--- src/rtl/eth_header_fifo.sv ---
// eth_header_fifo: first-word-fall-through FIFO of Ethernet header beats with occupancy, almost-full, flush and optional VLAN TCI.
module eth_header_fifo #(
  parameter int DEPTH     = 16,
  parameter int VLAN_EN   = 0,
  parameter int AF_THRESH = 12
) (
  input  logic                         clk,
  input  logic                         reset,
  input  logic                         flush,
  input  logic                         s_hdr_valid,
  output logic                         s_hdr_ready,
  input  logic [47:0]                  s_hdr_dest_mac,
  input  logic [47:0]                  s_hdr_src_mac,
  input  logic [15:0]                  s_hdr_eth_type,
  input  logic [15:0]                  s_hdr_vlan_tci,
  output logic                         m_hdr_valid,
  input  logic                         m_hdr_ready,
  output logic [47:0]                  m_hdr_dest_mac,
  output logic [47:0]                  m_hdr_src_mac,
  output logic [15:0]                  m_hdr_eth_type,
  output logic [15:0]                  m_hdr_vlan_tci,
  output logic [$clog2(DEPTH+1)-1:0]   count,
  output logic                         almost_full
);
  localparam int AW = $clog2(DEPTH);
  localparam int CW = $clog2(DEPTH+1);
  localparam int W  = (VLAN_EN != 0) ? 128 : 112;
  logic [W-1:0]  mem_q [DEPTH];
  logic [AW-1:0] wr_ptr_q, wr_ptr_d, rd_ptr_q, rd_ptr_d;
  logic [CW-1:0] count_q, count_d;
  logic [W-1:0]  wr_word, rd_word;
  logic          push, pop;
  assign count          = count_q;
  assign s_hdr_ready    = !reset && (count_q != CW'(DEPTH));
  assign m_hdr_valid    = count_q != '0;
  assign almost_full    = count_q >= CW'(AF_THRESH);
  assign rd_word        = m_hdr_valid ? mem_q[rd_ptr_q] : '0;
  assign m_hdr_dest_mac = rd_word[47:0];
  assign m_hdr_src_mac  = rd_word[95:48];
  assign m_hdr_eth_type = rd_word[111:96];
  generate
    if (VLAN_EN != 0) begin : g_vlan
      assign wr_word        = {s_hdr_vlan_tci, s_hdr_eth_type, s_hdr_src_mac, s_hdr_dest_mac};
      assign m_hdr_vlan_tci = rd_word[W-1 -: 16];
    end else begin : g_novlan
      assign wr_word        = {s_hdr_eth_type, s_hdr_src_mac, s_hdr_dest_mac};
      assign m_hdr_vlan_tci = 16'h0000;
    end
  endgenerate
  // pointers wrap naturally because DEPTH is a power of two
  always_comb begin
    push     = s_hdr_valid && s_hdr_ready;
    pop      = m_hdr_valid && m_hdr_ready;
    wr_ptr_d = flush ? '0 : wr_ptr_q + AW'(push);
    rd_ptr_d = flush ? '0 : rd_ptr_q + AW'(pop);
    count_d  = flush ? '0 : count_q + CW'(push) - CW'(pop);
  end
  always_ff @(posedge clk) begin
    if (reset) begin
      wr_ptr_q <= '0;
      rd_ptr_q <= '0;
      count_q  <= '0;
    end else begin
      wr_ptr_q <= wr_ptr_d;
      rd_ptr_q <= rd_ptr_d;
      count_q  <= count_d;
    end
  end
  always_ff @(posedge clk) begin
    if (push && !flush) mem_q[wr_ptr_q] <= wr_word;
  end
endmodule

--- config.mk ---
export PLATFORM = sky130hd
export DESIGN_NAME = eth_header_fifo
export DESIGN_NICKNAME = d
export VERILOG_FILES = /design/src/rtl/eth_header_fifo.sv
export SDC_FILE = /design/constraint.sdc
export NUM_CORES = 1
export LEC_CHECK = 0
export CORE_AREA = 2 2 505 507
export CTS_BUF_LIST = sky130_fd_sc_hd__clkbuf_4
export CTS_CLUSTER_SIZE = 24
export DETAILED_ROUTE_END_ITERATION = 7
export DIE_AREA = 0 0 507 509
export DONT_BUFFER_PORTS = 1
export GPL_TIMING_DRIVEN = 0
export PLACE_DENSITY = 0.38
export SLEW_MARGIN = 30
export SYNTH_ARGS = -nofsm -noshare
export SYNTH_HDL_FRONTEND = slang
export SYNTH_SLANG_ARGS = --single-unit
--- constraint.sdc ---
create_clock -name clk -period 28.1 [get_ports clk]
set_input_delay 5.62 -clock clk [delete_from_list [all_inputs] [get_ports clk]]
set_output_delay 5.62 -clock clk [all_outputs]
set_load 0.02 [all_outputs]
==> metrics.md <==
| Metric | Value |
|---|---|
| Status | `finished, final reports clean` |
| Hold_buf cts | `0` |
| Lkg Pwr | `25.8 nW` |
| GR Util All Layers | `0.153` |
| Clock Tree Buf Depth | `4` |
| Synth Flop Type | `edfxtp_1` |
| CTS tree | `built` |
| Power Density | `74.8 mW/mm²` |
| Setup Skew | `144 ps` |
| Initial antenna violation count | `10` |
| DR iter-0 viols | `2519` |
| Worst hold margin | `approximately 560 ps` |
| Worst min-delay path class | `reg -> reg` |
| Slew Limit Fails | `0` |
| CP Class | `in -> out` |
| Core area | `0.253 mm²` |
| Max-Cap Viols | `0` |
| Crit path to | `s_hdr_ready` |
| DRC Markers | `0` |
| Die Footprint | `0.258 mm²` |
| Nets | `3733` |
| Top-area cell type share of the netlist area | `0.793` |
| DR vias | `33300` |
| Logic depth of the worst path, buffers included | `1` |
| # setup viols final | `0` |
| Post-Route WL | `199000 µm` |
| Tmin final | `11670 ps` |
| CP required | `22480 ps` |
| Crit-path leading delay family | `simple AND/OR/NAND/NOR gates` |
| Multi-input gate area | `~0.013 mm²` |
| Via-per-instance ratio | `4.57` |
| Clock-pin slew on the worst setup and hold paths | `60 ps` |
| Sequential area share after synthesis | `0.797` |
| Routed Antenna Nets | `0` |
| CTS resizes | `0` |
| Worst hold path startpoint | `wr_ptr_q[3]` |
| FF/Latch Area | `0.0541 mm²` |
| Mean routed wirelength per cell | `27.3 µm` |
| Synth Cell Area | `slightly below 0.07 mm²` |
| Final Cycle Share | `0.415` |
| Row cnt | `185` |
| Clk root buf | `clkbuf_4` |
| DIE HEIGHT | `approximately 510 µm` |
| Yosys reg bits | `1805` |
| Synth area leader | `edfxtp_1` |
| Critical path launch point | `reset` |
| Worst vdd ir | `0.0000364 V` |
| Top-count cell post-synth | `edfxtp_1` |
| CTS Buf Count | `482` |
| Utilization after layout | `0.324` |
| Upper clock frequency limit | `85.7 MHz` |
| Post-DP HPWL | `between 100000 and 150000 µm` |
| Worst Setup End Kind | `output port` |
| Area post-placement | `0.0760 mm²` |
| CTS sink cnt | `1805` |
| Slew of the pin with the lowest slew margin | `1010 ps` |
| Post-CTS Setup Inserts | `0` |
| Worst Setup Start Kind | `input port` |
| Die width | `about 510 µm` |
| Drt pass-1 iters | `7` |
| CP bufs+invs | `0` |
| Slowest stage delay, CP | `between 400 and 500 ps` |
| Largest fanout on the critical path | `5` |
| Vias in the first global route | `35700` |
| Top post-synthesis cells by area | `edfxtp_1, mux4_2, a22oi_1` |
| Synth-to-layout area growth | `20.6%` |
| Post-synth EDFFs | `around 1800` |
| CP cell instances | `nor2_1` |
| Share of layout cells above drive strength 1 | `0.387` |
| Syn Inst Count | `roughly 2900` |
| Worst reg2reg path endpoint | `mem_q[14][74]` |
| Initial Util | `0.268` |
| Gr ovfl total | `0` |
| Register-to-Register Path Depth | `17` |
| Rel. slew slack | `0.328` |
| Ys async rst share | `0` |
| Commonest cells post-synth | `edfxtp_1, mux4_2, a22oi_1, nand2_1, buf_2` |
| Pin count of the biggest net entering global routing | `19` |
| # IOs | `~270` |
| Fill count | `24100` |
| Setup tns final | `0 ps` |
| R2R setup slack | `23560 ps` |
| Cell area after layout | `approximately 0.082 mm²` |
| Global-route wire length before repair | `roughly 270000 µm` |
| Gpl congestion | `0.697` |
| Yosys warns | `0` |
| Endpoints failing hold | `0` |
| Clock latency at the later pin of the worst-skew pair | `1410 ps` |
| Slowest-stage cell, CP | `nor2_1` |
| Port Buf Inserts | `0` |
| Syn avg cell area | `23.8 µm²` |
| Crit path DAT | `6050 ps` |
| H-tree levels | `5` |
| RSZ-0062 raised after global routing | `false` |
| Reg-to-reg startpoint | `count[2]` |
| Post-synth cell types | `34` |
## where the power goes
group          switching [mW]  internal [mW]  total [mW]
Clock                    1.06           1.14        2.20
Combinational           0.644          0.288       0.933
Sequential             0.0101           2.97        2.98
Total                    1.71           4.41        6.12
## cell type report
| cell class | instances | area share |
|---|---|---|
| Inverter | 10 | 0.000459 |
| Multi-Input combinational cell | 882 | 0.158 |
| Sequential cell | 1805 | 0.661 |
| Clock buffer | 655 | 0.0601 |
| Buffer | 169 | 0.0121 |
| Antenna cell | 7 | 0.000214 |
| Timing Repair Buffer | 237 | 0.0462 |
| Tap cell | 3366 | 0.0515 |
| Clock inverter | 160 | 0.0106 |
## flip-flops by register name, indices dropped and copies added (netlist names)
name,cells
rd_ptr_q,4
wr_ptr_q,4
count,5
mem_q,1792
## logic make-up (layout without fill, tap and decap cells)
| logic type | count (synthesis) | in the layout | share of synthesized area |
|---|---|---|---|
| compound gates | 229 | 229 | 0.0253 |
| xor+xnor | 6 | 6 | 0.000775 |
| other cells | 1 | 23 | 0.0000553 |
| simple gates | 169 | 169 | 0.0108 |
| flops | 1805 | 1805 | 0.797 |
| fa+ha+maj | 13 | 13 | 0.00251 |
| buf+inv | 179 | 1231 | 0.0149 |
| mux | 449 | 449 | 0.149 |
## per-stage QoR
| step | worst slack [ps] | cells | power [mW] |
|---|---|---|---|
| after floorplan | 10440 | 2866 | 3.66 |
| after global placement | -6890 | 6232 | 4.02 |
| after detailed placement | 16420 | 6469 | 4.02 |
| after CTS | 16420 | 7284 | 6.26 |
| after global routing | 16420 | 7291 | 6.42 |
| final | 16430 | 7291 | 6.12 |
## tightest hold or removal path: cells and delay by family (launching register included)
kind	cells	cell delay, ps
xor+xnor	1	80
flops	1	360
simple gates	1	80
## worst min-delay path by stage
| stage | endpoint | cells after the start |
|---|---|---|
| floorplan | wr_ptr_q[3] | 2 |
| global placement | wr_ptr_q[3] | 2 |
| detailed placement | wr_ptr_q[3] | 2 |
| CTS | wr_ptr_q[3] | 2 |
| global route | wr_ptr_q[3] | 2 |
| finish | wr_ptr_q[3] | 2 |
## metal layers
| metal | wire [µm] | global-route usage |
|---|---|---|
| met5 | 0 | 0 |
| met4 | 4810 | 0.0478 |
| met3 | 14500 | 0.0480 |
| met2 | 103000 | 0.268 |
| met1 | 76500 | 0.177 |
## cells in the final DEF (no fill, tap or decap), types with 38 or more instances in the layout
cell,n
buf_4,119
a22oi_1,222
mux4_2,448
clkbuf_1,38
clkbuf_4,655
buf_2,88
nand2_1,115
buf_16,101
edfxtp_1,1792
clkinv_1,116
Note: power is estimated with default switching activity, not from simulation.
